$ cat src/rtl/video_render_zx.sv
// video_render_zx
// Pixel source for the scan-doubler/sync stage. It fetches ZX Spectrum
// screen bytes (bitmap + attribute) from the DRAM arbiter, buffers them in a
// two-group prefetch FIFO, and serialises one 6-bit colour per video cycle.
//
// Ports:
//   clk, rst          system clock, synchronous active-high reset
//   cend              7 MHz video-cycle strobe (one clk wide)
//   line_start        start-of-line pulse from the sync stage
//   vpix              high on the 192 lines that carry pixels
//   int_start         once-per-frame pulse, advances the flash counter
//   border_color      port-FE border colour {G,R,B}
//   fetch_req/addr    read request to the arbiter (screen-relative address)
//   fetch_ack/data    request accepted, read data valid in the same cycle
//   pixel, border     colour outputs {r[1:0],g[1:0],b[1:0]}
//   underrun          pulse when a group load finds the FIFO empty
module video_render_zx #(
   parameter int PIX_DELAY = 52
) (
   input  logic        clk,
   input  logic        rst,
   input  logic        cend,
   input  logic        line_start,
   input  logic        vpix,
   input  logic        int_start,
   input  logic [2:0]  border_color,
   output logic        fetch_req,
   output logic [12:0] fetch_addr,
   input  logic        fetch_ack,
   input  logic [7:0]  fetch_data,
   output logic [5:0]  pixel,
   output logic [5:0]  border,
   output logic        underrun
);

   typedef enum logic [1:0] {IDLE, REQ_BMP, REQ_ATR, PUSH} state_t;

   localparam logic [8:0] FIRST_CEND = 9'(PIX_DELAY);
   localparam logic [8:0] LAST_CEND  = 9'(PIX_DELAY + 255);
   localparam logic [2:0] FIRST_LO   = FIRST_CEND[2:0];

   // Maps a {G,R,B} colour onto the {r,g,b} 2-bit-per-channel output format.
   function automatic logic [5:0] map_colour(input logic [2:0] grb, input logic bright);
      logic [1:0] lvl;
      lvl = bright ? 2'b11 : 2'b10;
      return {grb[1] ? lvl : 2'b00, grb[2] ? lvl : 2'b00, grb[0] ? lvl : 2'b00};
   endfunction

   function automatic logic [5:0] pix_colour(input logic bit_v, input logic [7:0] attr,
                                             input logic flash_on);
      logic [2:0] ink;
      logic [2:0] paper;
      ink   = attr[2:0];
      paper = attr[5:3];
      if (attr[7] && flash_on) begin
         ink   = attr[5:3];
         paper = attr[2:0];
      end
      return map_colour(bit_v ? ink : paper, attr[6]);
   endfunction

   // ---------------------------------------------------------------- fetch
   state_t      state_q;
   logic        req_q;
   logic [12:0] addr_q;
   logic [4:0]  x_q;
   logic [7:0]  y_q;
   logic        act_q;      // line fetch in progress, fewer than 32 groups pushed
   logic [7:0]  bmp_q;
   logic [7:0]  atr_q;

   logic [4:0]  x_inc;
   logic [12:0] bmp_addr;
   logic [12:0] bmp_addr_next;
   logic [12:0] atr_addr;

   assign x_inc         = x_q + 5'd1;
   assign bmp_addr      = {y_q[7:6], y_q[2:0], y_q[5:3], x_q};
   assign bmp_addr_next = {y_q[7:6], y_q[2:0], y_q[5:3], x_inc};
   assign atr_addr      = {3'b110, y_q[7:3], x_q};

   // ---------------------------------------------------------------- FIFO
   logic [15:0] fifo_mem_q [2];
   logic        wr_ptr_q;
   logic        rd_ptr_q;
   logic [1:0]  count_q;
   logic        fifo_empty;
   logic        fifo_full;
   logic [15:0] fifo_dout;
   logic        push;
   logic        pop;

   assign fifo_empty = (count_q == 2'd0);
   assign fifo_full  = (count_q == 2'd2);
   assign fifo_dout  = fifo_mem_q[rd_ptr_q];

   // --------------------------------------------------------------- shifter
   logic [8:0]  cnt_q;
   logic        shf_act_q;
   logic [7:0]  shift_q;
   logic [7:0]  attr_q;
   logic [5:0]  pixel_q;
   logic        underrun_q;
   logic [5:0]  border_q;
   logic [4:0]  flash_q;

   logic [8:0]  cnt_n;
   logic [2:0]  phase_lo;
   logic        in_win;
   logic        load;
   logic [7:0]  load_bmp;
   logic [7:0]  load_atr;

   assign cnt_n    = cnt_q + 9'd1;
   assign phase_lo = cnt_n[2:0] - FIRST_LO;
   assign in_win   = shf_act_q && (cnt_n >= FIRST_CEND);
   assign load     = in_win && (phase_lo == 3'd0);
   assign load_bmp = fifo_empty ? 8'h00 : fifo_dout[7:0];
   assign load_atr = fifo_empty ? 8'h00 : fifo_dout[15:8];

   // A push may share the cycle with a pop when full: the pop frees the slot.
   assign pop  = cend && !line_start && load && !fifo_empty;
   assign push = (state_q == PUSH) && !line_start && (!fifo_full || pop);

   always_ff @(posedge clk) begin
      if (rst) begin
         state_q <= IDLE;
         req_q   <= 1'b0;
         addr_q  <= '0;
         x_q     <= '0;
         y_q     <= '0;
         act_q   <= 1'b0;
         bmp_q   <= '0;
         atr_q   <= '0;
      end else if (line_start) begin
         // A new line always restarts the fetch, abandoning any open request.
         x_q <= '0;
         if (vpix) begin
            state_q <= REQ_BMP;
            req_q   <= 1'b1;
            addr_q  <= {y_q[7:6], y_q[2:0], y_q[5:3], 5'd0};
            act_q   <= 1'b1;
         end else begin
            state_q <= IDLE;
            req_q   <= 1'b0;
            y_q     <= '0;
            act_q   <= 1'b0;
         end
      end else begin
         case (state_q)
            IDLE: begin
               if (act_q && !fifo_full) begin
                  state_q <= REQ_BMP;
                  req_q   <= 1'b1;
                  addr_q  <= bmp_addr;
               end
            end
            REQ_BMP: begin
               if (fetch_ack) begin
                  bmp_q   <= fetch_data;
                  addr_q  <= atr_addr;
                  state_q <= REQ_ATR;
               end
            end
            REQ_ATR: begin
               if (fetch_ack) begin
                  atr_q   <= fetch_data;
                  req_q   <= 1'b0;
                  state_q <= PUSH;
               end
            end
            PUSH: begin
               if (push) begin
                  x_q <= x_inc;
                  if (x_q == 5'd31) begin
                     state_q <= IDLE;
                     act_q   <= 1'b0;
                     y_q     <= (y_q == 8'd191) ? y_q : y_q + 8'd1;
                  end else begin
                     state_q <= REQ_BMP;
                     req_q   <= 1'b1;
                     addr_q  <= bmp_addr_next;
                  end
               end
            end
            default: state_q <= IDLE;
         endcase
      end
   end

   always_ff @(posedge clk) begin
      if (push) begin
         fifo_mem_q[wr_ptr_q] <= {atr_q, bmp_q};
      end
   end

   always_ff @(posedge clk) begin
      if (rst || line_start) begin
         wr_ptr_q <= 1'b0;
         rd_ptr_q <= 1'b0;
         count_q  <= '0;
      end else begin
         if (push) wr_ptr_q <= ~wr_ptr_q;
         if (pop)  rd_ptr_q <= ~rd_ptr_q;
         count_q <= count_q + {1'b0, push} - {1'b0, pop};
      end
   end

   // Pixel counting starts at the first cend after line_start; the window
   // covers cend numbers FIRST_CEND..LAST_CEND, loading every 8th one.
   always_ff @(posedge clk) begin
      if (rst) begin
         cnt_q      <= '0;
         shf_act_q  <= 1'b0;
         shift_q    <= '0;
         attr_q     <= '0;
         pixel_q    <= '0;
         underrun_q <= 1'b0;
      end else begin
         underrun_q <= 1'b0;
         if (line_start) begin
            cnt_q     <= '0;
            shf_act_q <= vpix;
         end else if (cend) begin
            if (in_win) begin
               cnt_q <= cnt_n;
               if (load) begin
                  shift_q    <= {load_bmp[6:0], 1'b0};
                  attr_q     <= load_atr;
                  pixel_q    <= pix_colour(load_bmp[7], load_atr, flash_q[4]);
                  underrun_q <= fifo_empty;
               end else begin
                  shift_q <= {shift_q[6:0], 1'b0};
                  pixel_q <= pix_colour(shift_q[7], attr_q, flash_q[4]);
               end
               if (cnt_n == LAST_CEND) shf_act_q <= 1'b0;
            end else begin
               pixel_q <= '0;
               if (shf_act_q) cnt_q <= cnt_n;
            end
         end
      end
   end

   always_ff @(posedge clk) begin
      if (rst) begin
         border_q <= '0;
         flash_q  <= '0;
      end else begin
         border_q <= map_colour(border_color, 1'b0);
         if (int_start) flash_q <= flash_q + 5'd1;
      end
   end

   assign fetch_req  = req_q;
   assign fetch_addr = addr_q;
   assign pixel      = pixel_q;
   assign border     = border_q;
   assign underrun   = underrun_q;

endmodule

$ cat config.mk
export PLATFORM = sky130hd
export DESIGN_NAME = video_render_zx
export DESIGN_NICKNAME = d
export VERILOG_FILES = /design/src/rtl/video_render_zx.sv
export SDC_FILE = /design/constraint.sdc
export NUM_CORES = 1
export LEC_CHECK = 0
export BUFFER_PORTS_ARGS = -buffer_cell sky130_fd_sc_hd__buf_2
export CAP_MARGIN = 40
export CORE_MARGIN = 10
export CORE_UTILIZATION = 33
export DETAILED_ROUTE_END_ITERATION = 6
export GPL_ROUTABILITY_DRIVEN = 0
export GPL_TIMING_DRIVEN = 0
export PLACE_DENSITY = 0.58
export SLEW_MARGIN = 25
export SYNTH_ARGS = -nofsm -noshare
export SYNTH_HDL_FRONTEND = slang
export SYNTH_SLANG_ARGS = --single-unit
$ cat constraint.sdc
create_clock -name clk -period 5.4 [get_ports clk]
set_clock_uncertainty 0.2 [all_clocks]
set_input_delay 0.27 -clock clk [delete_from_list [all_inputs] [get_ports clk]]
set_output_delay 0.27 -clock clk [all_outputs]
set_load 0.005 [all_outputs]
# Yosys cells after proc, flatten, opt, wreduce, memory -nomap -nowiden
# Memory sizes are Yosys's and may differ from the RTL's. A register that Yosys moved wholly into a read port is not among the register bits.
# Cells that the tools add are included.
[word_totals]
regBits = 94
latch_bits = 0
ramBits = 32
romBits = 0
inputBits = 18
out_inout_bits = 27
wordCells = 175
mem_count = 1
[classes]
n_addsub = 7
mul = 0
div_mod_pow = 0
magnitude_cmp = 1
eq_ne = 15
n_shift = 0
mux = 84
bitwise = 6
reduce_logical = 42
[memory_table]
columns = ["memory", "depth", "width", "rd", "rd_ports_with_merged_regs", "wr", "line", "text"]
rows = [
  ["fifo_mem_q", 2, 16, 1, 1, 1, "83", "logic [15:0] fifo_mem_q [2];"],
]
[op_table]
columns = ["operator", "count"]
rows = [
  ["$mux 13", 6],
  ["$mux 3", 26],
  ["$mux 8", 9],
  ["$pmux 13 s3", 1],
  ["$mux 2", 14],
  ["$mux 1", 22],
  ["$mux 9", 2],
  ["$ne 3x3->1 const B", 5],
  ["$reduce_and 3->1", 5],
  ["$reduce_bool 2->1", 7],
  ["$mux 6", 2],
  ["$add 5x1->5 const B", 2],
  ["$logic_and 1x1->1", 10],
  ["$reduce_and 5->1", 2],
  ["$add 9x1->9 const B", 1],
  ["$eq 9x9->1 const B", 1],
  ["$ge 9x6->1 const B", 1],
  ["$add 8x1->8 const B", 1],
  ["$eq 8x8->1 const B", 1],
  ["$pmux 2 s4", 1],
  ["$reduce_and 4->1", 2],
  ["$reduce_bool 4->1", 2],
  ["$eq 2x2->1 const B", 3],
  ["$not 1->1", 6],
  ["other kinds (16)", 23],
]

# Logic depth before layout (Yosys ltp)
# Gate-level depths: netlist of the first run.
[depth]
ltp_word = 13
ltp_mapped = 15
ltp_nobuf = 12

# Worst setup path after synthesis of the first run
# No wires, ideal clock.
[synth_path]
path_kind = "register to register"
startpoint = "register cnt_q[1]"
endpoint = "memory fifo_mem_q[0][0] (enable)"
setup_ns = 0.412
arrival_time_ns = 3.000
required_time_ns = 4.788
slack_ns = 1.788
stages_incl_launch_ff = 9
n_path_buf = 2
period_less_slack_ns = 3.612
path_cell_list = "dfxtp_1 ha_1 buf_2 nand2_1 o32ai_2 o311a_1 buf_6 a21oi_2 nor3_1"
[synth_between]
elab_chain_len = 10
word_cells_on_any_way = 12
classes_between = "2 x add/sub; 1 x order compare; 2 x mux; 7 x reduce/logical"
[synth_lines]
columns = ["element", "line", "text"]
rows = [
  ["start: declaration", "98", "logic [8:0] cnt_q;"],
  ["start signal: assignment", "226", "cnt_q <= cnt_n;"],
  ["start signal: assignment", "239", "if (shf_act_q) cnt_q <= cnt_n;"],
  ["$add 9x1->9 (*)", "114", "assign cnt_n = cnt_q + 9'd1;"],
  ["$ge 9x6->1 or $sub 3x3->3 (tied branches)", "116, 115", ""],
  ["$logic_and 1x1->1 or $logic_not 3->1 (tied branches)", "116, 117", ""],
  ["$logic_and 1x1->1 (*)", "117", "assign load = in_win && (phase_lo == 3'd0);"],
  ["$logic_and 1x1->1 (*) (2 in a row)", "122", "assign pop = cend && !line_start && load && !fifo_empty;"],
  ["$logic_or 1x1->1 (*)", "123", "assign push = (state_q == PUSH) && !line_start && (!fifo_full || pop);"],
  ["$logic_and 1x1->1 (*)", "123", ""],
  ["$mux 1 (*)", "192", "if (push) begin"],
  ["$mux 1 (implied by the code) (*)", "193", "fifo_mem_q[wr_ptr_q] <= {atr_q, bmp_q};"],
  ["end: declaration", "83", ""],
]
# Every way passes the cells marked *; elsewhere a longest branch is shown, timed or not.

# Worst setup path after layout of the first run
[layout_path]
startpoint = "register cnt_q[1]"
endpoint = "register count_q[1]"
[layout_between]
elab_chain_len = 10
word_cells_on_any_way = 12
classes_between = "4 x add/sub; 1 x order compare; 7 x reduce/logical"
[layout_lines]
columns = ["element", "line", "text"]
rows = [
  ["$add 9x1->9 (*)", "114", ""],
  ["$ge 9x6->1 or $sub 3x3->3 (tied branches)", "116, 115", ""],
  ["$logic_and 1x1->1 or $logic_not 3->1 (tied branches)", "116, 117", ""],
  ["$logic_and 1x1->1 (*)", "117", ""],
  ["$logic_and 1x1->1 (*) (2 in a row)", "122", ""],
  ["$logic_or 1x1->1", "123", ""],
  ["$logic_and 1x1->1", "123", ""],
  ["$add 2x1->2", "205", "count_q <= count_q + {1'b0, push} - {1'b0, pop};"],
  ["$sub 2x1->2 (*)", "205", ""],
  ["end signal: assignment", "205", ""],
  ["end: declaration", "86", "logic [1:0] count_q;"],
]
# Marked as above.
# A chain may end at the register's enable or synchronous reset.

==> flow_summary_export.csv, run 1 <==
group,metric,value,unit
sta,post-route-min-period,3580,ps
clock_network,cts_root_buffer,"clkbuf_16",
floorplanning,die-area,22700,µm²
logic_synthesis,ys_async_sr_fraction,0,
pwr,ir_drop,0.146,mV
detailed_routing,first_iter_violations,338,
logic_synthesis,synth_edf_count,32,
logic_synthesis,synthSimpleGateAreaFrac,0.180,
global_routing,grt_max_degree,17,
critical_path,r2r_end,"count_q[1]",
logic_synthesis,synth_compound_area_frac,0.146,
sta,post-route-period-util,0.663,
floorplanning,core_area,16600,µm²
layout,syn2layout_area_growth,23.3,%
detailed_routing,routed_wl,14200,µm
layout,stdcell_count,886,
logic_synthesis,yosysSeqAreaShare,0.494,
layout,utilization,0.418,
logic_synthesis,synthTopCellsByArea,"dfxtp_1, edfxtp_1, mux2i_1",
clock_network,cts.clk_slew.worst_paths,60,ps
detailed_routing,first_pass_iters,6,
floorplanning,fp.dieH,151,µm
logic_synthesis,synth_top_area_cell,"dfxtp_1",
global_routing,grt_antenna_before_repair,0,
critical_path,r2r_setup_slack,1820,ps
critical_path,timing.critical_path.buf_inv,2,
sta,grt_setup_unrepaired,"false",
logic_synthesis,synth_top_area_frac,0.323,
placed_design,place_area,6160,µm²
detailed_routing,route.detailed.drc,0,
sta,finalMaxSlewViolations,0,
critical_path,critPathKind,"flip-flop to flip-flop",
logic_synthesis,synth-xor-area-share,0.0324,
critical_path,arrival,3660,ps
logic_synthesis,ys_seq_elements,123,
layout,design_area,6950,µm²
floorplanning,start_util,0.339,
placed_design,dp_cells,839,
global_routing,grt_pass1_wl,23500,µm
critical_path,cp-start-kind,"flip-flop",
sta,setup_tns,0,ps
sta,setup_violations,0,
hold_path,hold_class,"input port to flip-flop",
layout,diodes,0,
sta,hold_viol,0,
layout,fill_cells,1580,
clock_network,clk_latency,420,ps
logic_synthesis,ys_warn_count,0,
clock_network,cts_sinks,123,
critical_path,cpMostUsedCell,"ha_1",
run,maxCapViolations,0,
clock_network,numCtsBuffers,17,
logic_synthesis,synthAdderAreaFrac,0.0266,
detailed_routing,vias,4553,
floorplanning,die_w,151,µm
critical_path,crit_path_max_fanout,10,
logic_synthesis,synth_ff_type,"dfxtp_1",
logic_synthesis,synthCells,574,
sta,fmax,0.280,GHz
critical_path,worst_setup_path_end_kind,"flip-flop",
logic_synthesis,synth_top_family_by_area,"simple AND/OR/NAND/NOR gates",
logic_synthesis,synthMuxAreaShare,0.0835,
critical_path,cpMaxStageDelayCell,"o311a_2",
detailed_routing,drt-wirelength-per-cell,16.0,µm
logic_synthesis,synth_cell_types,63,
placed_design,portBuffers,41,
critical_path,r2r-start,"cnt_q[1]",
pwr,power.leakage,0.00263,µW
critical_path,critical-path-top-delay-family,"compound AO/OA/AOI/OAI gates",
critical_path,required,5490,ps
layout,drive_gt1_frac,0.158,
logic_synthesis,syn_area,5640,µm²
critical_path,slowest_delay,480,ps
critical_path,cp-startpoint,"cnt_q[1]",
sta,slew_headroom,0.450,
critical_path,crit_chain,"ha_1, buf_2, nand3_1, nor4b_2, o32ai_2, o311a_2, nand2_1, buf_4, o22ai_1, a21oi_1, ha_1, xor2_1, xnor2_1, nor2_1",
critical_path,endpoint,"count_q[1]",
floorplanning,ioPinCount,45,
clock_network,postCtsSetupBuffers,0,
critical_path,cp.depth,14,
clock_network,cts_tree,"done",
logic_synthesis,syn_avg_cell_area,9.82,µm²
pwr,p_per_area,337,nW/µm²
critical_path,reg2reg_depth,14,
run_status,outcome,"completed",
placed_design,place_hpwl,10200,µm
global_routing,grt_pass1_vias,4575,
sta,tightest_slew,819,ps
clock_network,htreeDepth,4,
detailed_routing,vias_per_cell,5.14,
detailed_routing,antenna_left,0,
global_routing,grt_usage,0.131,
global_routing,grt-ovfl-total,0,
layout,nets,683,
floorplanning,core.rowCount,47,
clock_network,clockBufferDepth,2,
stage by stage:
stage / hold slack [ps] / setup slack [ps] / total power (µW)
floorplan: 198 / 1790 / 1050
CTS: 120 / 1820 / 2350
global placement: 234 / 978 / 1090
detailed placement: 242 / 1850 / 1100
global route: 190 / 1540 / 2410
finish: 147 / 1820 / 2340
timing repair:
action / CTS / global route
gates resized for setup: 0 / 0
hold buffers: 14 / 0
endpoints found under the hold margin: 23 / 0
worst register-to-register path, cell delays in order (launching register included):
cell and delay, ps:
dfxtp_1 470, ha_1 220, buf_2 230, nand3_1 120
nor4b_2 320, o32ai_2 230, o311a_2 480, nand2_1 180
buf_4 230, o22ai_1 110, a21oi_1 130, ha_1 180
xor2_1 180, xnor2_1 140, nor2_1 50
routing by layer:
layer	routed length, µm	vias to the layer above	GRT usage
met3	673	24	0.0327
li1	-	2231	-
met4	328	0	0.0630
met5	0	-	0
met1	6460	2181	0.161
met2	6720	117	0.211
cells in the mapped netlist, drive strengths merged (3+ instances only):
library cell  instances
and3                  6
nand3b                3
nand2b               10
o21ai                24
edfxtp               32
ha                   12
dfxtp                91
or3                  11
a22oi                 7
nor3                 15
nor2                 64
xnor2                 6
and2                  3
inv                   7
or4                   4
o31ai                 4
a32o                  3
a21oi                49
nor2b                10
a21boi                4
nand3                20
clkbuf               22
mux2i                47
nand2                42
nand4                 7
buf                  15
xor2                 14
a211oi                6
nor4                  7
cell usage in the layout, fill, tap and decap left out, types with 6 or more instances in the layout:
master,Yosys,layout
a211oi_1,6,6
nor4_1,7,7
xor2_1,13,13
nand4_1,7,7
inv_1,7,7
nor3_1,15,14
a21oi_1,48,48
edfxtp_1,32,32
nand2_1,42,42
clkbuf_1,22,23
mux2i_1,47,47
nand2b_1,10,10
o21ai_0,22,22
dfxtp_1,91,91
buf_2,6,48
buf_4,5,6
a22oi_1,7,7
nand3_1,20,20
clkbuf_16,0,17
ha_1,12,12
nor2b_1,10,10
xnor2_1,6,6
or3_1,11,11
dlygate4sd3_1,0,14
nor2_1,63,63
power by group:
| group | internal [µW] | total [µW] | switching (µW) |
|---|---|---|---|
| clock | 821 | 1250 | 432 |
| sequential | 957 | 966 | 9.00 |
| combinational | 47.3 | 123 | 75.9 |
worst min path at each step:
stage                          startpoint          endpoint  slack (ps)  cells after the start
after global routing                 cend          cnt_q[0]         190                      4
after CTS                            cend          cnt_q[0]         120                      4
after global placement           bmp_q[2]  fifo_mem_q[0][2]         230                      0
final                                cend          cnt_q[0]         150                      4
after detailed placement         bmp_q[1]  fifo_mem_q[0][1]         240                      0
after floorplan           border_color[0]         border[1]         200                      1
final cells by class:
cell class / instances / area, µm² / area share
timing repair buffer: 58 / 369 / 0.0531
inverter: 7 / 26.3 / 0.00378
sequential: 123 / 2780 / 0.400
tap: 220 / 275 / 0.0396
multi-input combinational: 409 / 2670 / 0.384
buffer: 37 / 180 / 0.0259
clock inverter: 14 / 220 / 0.0317
clock buffer: 18 / 429 / 0.0617
logic make-up after synthesis:
group / after synthesis
simple gates: 207
mux: 47
fa+ha+maj: 12
xor+xnor: 20
compound gates: 120
buf+inv: 44
flops: 123
other cells: 1
registers in the layout, indices dropped and copies added (netlist names), 2 cells and up, named ones only:
register and count:
cnt_q 9, fetch_addr 13, pixel 6, count_q 2
state_q 2, flash_q 5, fifo_mem_q 32, bmp_q 8
attr_q 8, shift_q 7, atr_q 8, y_q 8
border 3, x_q 5
(Power assumes the default switching activity.)
==> run 2, diff against run 1 <==
--- a/config.mk
+++ b/config.mk
@@ -5,6 +5,7 @@
 export SDC_FILE = /design/constraint.sdc
 export NUM_CORES = 1
 export LEC_CHECK = 0
+export ABC_AREA = 1
 export BUFFER_PORTS_ARGS = -buffer_cell sky130_fd_sc_hd__buf_2
 export CAP_MARGIN = 40
 export CORE_MARGIN = 10
==> constraint.sdc (replaced) <==
create_clock -name clk -period 3.71 [get_ports clk]
set_clock_uncertainty 0.2 [all_clocks]
set_input_delay 0.1855 -clock clk [delete_from_list [all_inputs] [get_ports clk]]
set_output_delay 0.1855 -clock clk [all_outputs]
set_load 0.005 [all_outputs]
==> run 2 against run 1 <==
Net effect:
- fmax increased by 20%
- via count grew 2.2%
- critical path depth rose by 3
- critical path type unchanged
- critical endpoint unchanged
- largest cell class unchanged
==> flow_summary_export.csv, run 2 <==
group,metric,value,unit
run_status,outcome,"completed",
pwr,power.leakage,0.00278,µW
detailed_routing,antenna_left,0,
placed_design,place_hpwl,9840,µm
logic_synthesis,synth_common_cells,"nand2_1, dfxtp_1, nor2_1",
detailed_routing,vias_per_cell,4.65,
logic_synthesis,synth_cell_types,42,
critical_path,r2r_setup_slack,730,ps
detailed_routing,vias,4654,
clock_network,postCtsSetupBuffers,0,
run,maxCapViolations,0,
critical_path,worst_setup_path_end_kind,"flip-flop",
global_routing,grt_pass1_wl,22400,µm
layout,nets,798,
logic_synthesis,post-synth-top-count-cell,"nand2_1",
logic_synthesis,synth_top_area_frac,0.325,
sta,slew_headroom,0.528,
floorplanning,core.rowCount,47,
global_routing,grt-ovfl-total,0,
critical_path,crit_chain,"ha_1, nand2_2, o21ai_0, nand2_1, nor2_1, nand3_1, nand2_2, nand4_4, nand2_2, nand2_4, inv_1, o21ai_0, nand2_1, ha_1, xor2_1, xor2_1, nor2_1",
sta,setup_violations,0,
sta,fmax,0.336,GHz
layout,largest_reg_flops,32,
critical_path,timing.critical_path.buf_inv,1,
layout,drive_gt1_frac,0.151,
hold_path,hold_class,"input port to flip-flop",
sta,worst_slack,731,ps
layout,diodes,0,
critical_path,reg2reg_depth,17,
clock_network,cts_hold_buf,14,
critical_path,slowest_delay,400,ps
logic_synthesis,synthTopCellsByArea,"dfxtp_1, edfxtp_1, nand2_1",
sta,post-route-min-period,2980,ps
pwr,p_switching,837,µW
floorplanning,fp.dieH,150,µm
global_routing,grt_pass1_vias,4354,
clock_network,cts_tree,"done",
critical_path,cpMostUsedCell,"nand2_2",
pwr,p_int,2520,µW
logic_synthesis,yosysSeqAreaShare,0.496,
sta,grt_setup_unrepaired,"false",
critical_path,arrival,3090,ps
floorplanning,die_w,150,µm
pwr,pwr-share-comb,0.088,
placed_design,post-place-ws,685,ps
placed_design,portBuffers,40,
critical_path,cpMaxStageDelayCell,"dfxtp_1",
detailed_routing,first_iter_violations,271,
layout,syn2layout_area_growth,22.3,%
global_routing,grt_max_degree,18,
critical_path,r2r_end,"count_q[1]",
placed_design,place_area,6100,µm²
clock_network,numCtsBuffers,17,
clock_network,cts.clk_slew.worst_paths,50,ps
logic_synthesis,synth_top_area_cell,"dfxtp_1",
critical_path,crit_path_max_fanout,10,
clock_network,clockBufferDepth,2,
pwr,p_sw_frac,0.250,
detailed_routing,drt-wirelength-per-cell,13.6,µm
layout,final_common_cell,"nand2_1",
logic_synthesis,synth_ff_type,"dfxtp_1",
layout,design_area,6860,µm²
sta,setup_tns,0,ps
sta,hold_viol,0,
logic_synthesis,ys_async_sr_fraction,0,
detailed_routing,first_pass_iters,5,
pwr,seq_power_share,0.431,
sta,finalMaxSlewViolations,0,
logic_synthesis,ys_seq_elements,123,
sta,post-route-period-util,0.803,
floorplanning,die-area,22600,µm²
logic_synthesis,synth_edf_count,32,
pwr,ir_drop,0.347,mV
pwr,p_total,3350,µW
sta,hold_slack,99.4,ps
detailed_routing,routed_wl,13700,µm
layout,regMostFlops,"fifo_mem_q",
global_routing,grt_usage,0.126,
clock_network,htreeDepth,4,
critical_path,required,3820,ps
floorplanning,start_util,0.337,
floorplanning,ioPinCount,45,
clock_network,cts_root_buffer,"clkbuf_16",
clock_network,cts_sinks,123,
clock_network,post_cts_resized,0,
hold_path,whs_path_depth,2,
sta,tightest_slew,707,ps
logic_synthesis,ys_warn_count,0,
layout,layout_common_cells,"nand2_1, dfxtp_1, nor2_1, inv_1, a21oi_1",
critical_path,critical-path-top-delay-family,"simple AND/OR/NAND/NOR gates",
critical_path,critPathKind,"flip-flop to flip-flop",
logic_synthesis,syn_area,5610,µm²
pwr,p_per_area,489,nW/µm²
hold_path,whs_endpoint,"shf_act_q",
clock_network,clk_latency,420,ps
pwr,power_frac_clock,0.481,
critical_path,cp-start-kind,"flip-flop",
layout,fill_cells,1726,
hold_path,hp-start,"rst",
detailed_routing,route.detailed.drc,0,
global_routing,grt_antenna_before_repair,0,
floorplanning,core_area,16600,µm²
logic_synthesis,synthCells,690,
logic_synthesis,syn_avg_cell_area,8.13,µm²
critical_path,r2r-start,"cnt_q[1]",
## run 2: cell types whose count changed after synthesis, sizes merged, moves of 7 or more
cell    before  now
inv          7   71
mux2i       47    0
a21oi       49   60
nand3       20   55
or3         11    0
a22oi        7    0
clkbuf      22   14
nand2       42  130
nand2b      10    0
o211ai       1   17
nor2b       10    0
o21ai       24   53
nor2        64   94
## run 2: kinds of logic after synthesis
kind of cell / count (synthesis) / share of synthesized area
AOI/OAI and AO/OA: 143 / 0.143
DFF: 123 / 0.496
and+or+nand+nor: 301 / 0.243
buffers and inverters: 99 / 0.0734
other: 1 / 0.000669
xor gates and xnor gates: 11 / 0.0172
adders and majority gates: 12 / 0.0268
## run 2: through the flow
stage,instances,utilization
3_3_place_gp,952,0.366
5_1_grt,1001,0.412
6_report,1001,0.412
4_1_cts,998,0.410
3_5_place_dp,952,0.366
2_1_floorplan,692,-
## run 2: final cells by class
cell class / count / area [µm²] / share of cell area
inverters: 71 / 267 / 0.0389
multi-input cells: 470 / 2430 / 0.354
clock inverters: 10 / 75.1 / 0.0109
repair buffers: 57 / 368 / 0.0536
plain buffers: 28 / 145 / 0.0212
clock buffers: 22 / 518 / 0.0755
well taps: 220 / 275 / 0.0401
flip-flops and latches: 123 / 2780 / 0.406
## run 2: power by group through the flow
stage | Sequential, µW | Combinational (µW) | Clock [µW]
finish | 1440 | 296 | 1610
detailed placement | 1470 | 281 | 0
global placement | 1470 | 280 | 0
CTS | 1440 | 295 | 1650
floorplan | 1470 | 200 | 0
global route | 1450 | 341 | 1720
## run 2: worst max-delay path by stage
| stage | cells past startpoint | start | endpoint | slack, ps |
|---|---|---|---|---|
| 2_1_floorplan | 11 | cnt_q[1] | fifo_mem_q[1][0] | 860 |
| 3_3_place_gp | 11 | cnt_q[1] | fifo_mem_q[1][8] | 300 |
| 3_5_place_dp | 11 | cnt_q[1] | fifo_mem_q[1][11] | 690 |
| 4_1_cts | 11 | cnt_q[1] | fifo_mem_q[1][9] | 670 |
| 5_1_grt | 17 | cnt_q[1] | count_q[1] | 360 |
| 6_report | 17 | cnt_q[1] | count_q[1] | 730 |
## run 2: per-layer routing
layer / up-vias / part of all wire / GRT usage
met2: 87 / 0.43 / 0.182
met3: 15 / 0.046 / 0.0372
li1: 2454 / - / -
met4: 0 / 0.012 / 0.0476
met5: - / 0 / 0
met1: 2098 / 0.51 / 0.172
==> run 3, diff against run 2 <==
==> constraint.sdc (replaced) <==
create_clock -name clk -period 3 [get_ports clk]
set_clock_uncertainty 0.2 [all_clocks]
set_input_delay 0.15 -clock clk [delete_from_list [all_inputs] [get_ports clk]]
set_output_delay 0.15 -clock clk [all_outputs]
set_load 0.005 [all_outputs]
==> run 3 against run 2 <==
Net effect:
- register-to-register slack got worse by 460 ps
- cell area rose by 0.95%
- fmax rose by 9.0%
- clock-buffer cell count did not move
- critical endpoint unchanged
- largest power group unchanged
==> flow_summary_export.csv, run 3 (synthesis results as in run 2) <==
group,metric,value,unit
run_status,outcome,"completed",
layout,largest_reg_flops,32,
critical_path,required,3110,ps
critical_path,r2r_end,"count_q[1]",
layout,syn2layout_area_growth,23.4,%
detailed_routing,route.detailed.drc,0,
critical_path,cpMaxStageDelayCell,"dfxtp_4",
critical_path,slowest_delay,360,ps
critical_path,critPathKind,"flip-flop to flip-flop",
clock_network,clockBufferDepth,2,
detailed_routing,vias,4679,
global_routing,grt_pass1_wl,22400,µm
global_routing,grt_pass1_vias,4353,
pwr,p_per_area,600,nW/µm²
sta,post-route-min-period,2730,ps
detailed_routing,antenna_left,0,
placed_design,place_hpwl,9840,µm
clock_network,numCtsBuffers,17,
layout,layout_common_cells,"nand2_1, dfxtp_1, nor2_1, inv_1, a21oi_1",
clock_network,cts.clk_slew.worst_paths,60,ps
critical_path,crit_path_max_fanout,10,
detailed_routing,routed_wl,13800,µm
critical_path,arrival,2840,ps
pwr,power.leakage,0.00281,µW
clock_network,clk_latency,420,ps
layout,utilization,0.416,
floorplanning,fp.dieH,150,µm
critical_path,reg2reg_depth,17,
hold_path,whs_endpoint,"shf_act_q",
run,maxCapViolations,0,
global_routing,grt-ovfl-total,0,
floorplanning,core_area,16600,µm²
sta,slew_headroom,0.519,
clock_network,cts_sinks,123,
floorplanning,die-area,22600,µm²
global_routing,grt_usage,0.126,
hold_path,hold_class,"input port to flip-flop",
sta,fmax,0.366,GHz
sta,tightest_slew,719,ps
sta,finalMaxSlewViolations,0,
sta,post-route-period-util,0.911,
pwr,ir_drop,0.424,mV
floorplanning,start_util,0.337,
sta,hold_slack,63.6,ps
layout,final_common_cell,"nand2_1",
hold_path,hp-start,"rst",
layout,nets,801,
clock_network,cts_root_buffer,"clkbuf_16",
global_routing,grt_antenna_before_repair,0,
sta,hold_viol,0,
floorplanning,die_w,150,µm
detailed_routing,drt-wirelength-per-cell,13.8,µm
hold_path,whs_path_depth,2,
detailed_routing,first_pass_iters,4,
critical_path,crit_chain,"ha_2, nand2_4, inv_2, or2_4, nand3_2, nand3_1, nand2_2, nand4_4, nand2_4, nand2_8, clkinvlp_4, o21ai_0, nand2_1, ha_1, xor2_1, xor2_1, nor2_1",
sta,grt_setup_unrepaired,"false",
detailed_routing,vias_per_cell,4.66,
floorplanning,ioPinCount,45,
critical_path,worst_setup_path_end_kind,"flip-flop",
clock_network,cts_tree,"done",
layout,drive_gt1_frac,0.166,
global_routing,grt_max_degree,18,
detailed_routing,first_iter_violations,266,
layout,diodes,0,
critical_path,r2r-start,"cnt_q[1]",
placed_design,portBuffers,40,
clock_network,htreeDepth,4,
critical_path,cp-start-kind,"flip-flop",
sta,setup_violations,0,
floorplanning,core.rowCount,47,
layout,regMostFlops,"fifo_mem_q",
critical_path,r2r_setup_slack,270,ps
[run 3: report_power, final]
| group | internal [µW] | total [µW] | switching (µW) |
|---|---|---|---|
| registers | 1750 | 1790 | 34.6 |
| clock network | 1230 | 2000 | 766 |
| logic | 131 | 372 | 241 |
| total | 3110 | 4150 | 1040 |
[run 3: area by class of cell]
cell class,instances,area (µm²)
sequential,123,2790
multi-input combinational,470,2460
timing repair buffer,60,387
tap,220,275
inverter,71,270
clock buffer,22,518
clock inverter,10,75.1
buffer,28,145
fill,1727,9720
[run 3: how the worst max path moves through the flow]
stage	slack, ps	end	cells after the start	from
2_1_floorplan	150	fifo_mem_q[1][0]	11	cnt_q[1]
3_3_place_gp	-410	fifo_mem_q[1][8]	11	cnt_q[1]
3_5_place_dp	-20	fifo_mem_q[1][11]	11	cnt_q[1]
4_1_cts	-30	count_q[1]	17	cnt_q[1]
5_1_grt	0.7	count_q[1]	17	cnt_q[1]
6_report	270	count_q[1]	17	cnt_q[1]
[run 3: per-layer routing]
layer  vias to the layer above  GRT usage  part of all wire
li1                       2460          -                 -
met1                      2106      0.172              0.51
met2                        94      0.182              0.42
met3                        19     0.0372             0.049
met4                         0     0.0476             0.014
met5                         -          0                 0
[run 3: metrics by stage]
| stage | cells | setup WS, ps | power [µW] | instance area (µm²) | setup TNS (ps) |
|---|---|---|---|---|---|
| 2_1_floorplan | 692 | 153 | 2060 | 5620 | 0 |
| 3_5_place_dp | 952 | -24.9 | 2170 | 6100 | -614 |
| 3_3_place_gp | 952 | -410 | 2170 | 6090 | -12630 |
| 4_1_cts | 998 | -34.4 | 4190 | 6840 | -543 |
| 5_1_grt | 1004 | 0.723 | 4340 | 6920 | 0 |
| 6_report | 1004 | 266 | 4150 | 6920 | 0 |
[run 3: timing repair]
item,in CTS,in global routing
endpoints found under the setup margin,33,2
hold buffers,14,0
pin swaps,0,3
resized for setup,1,14
setup buffers,0,4
hold endpoints to repair,27,0
[run 3: critical path, delay by kind of cell, from the launching register on]
kind                       cells  cell delay [ps]
and+or+nand+nor               10             1100
adders and majority gates      2              350
buffers and inverters          2              190
DFF                            1              360
xor gates and xnor gates       2              350
AOI/OAI and AO/OA              1               80
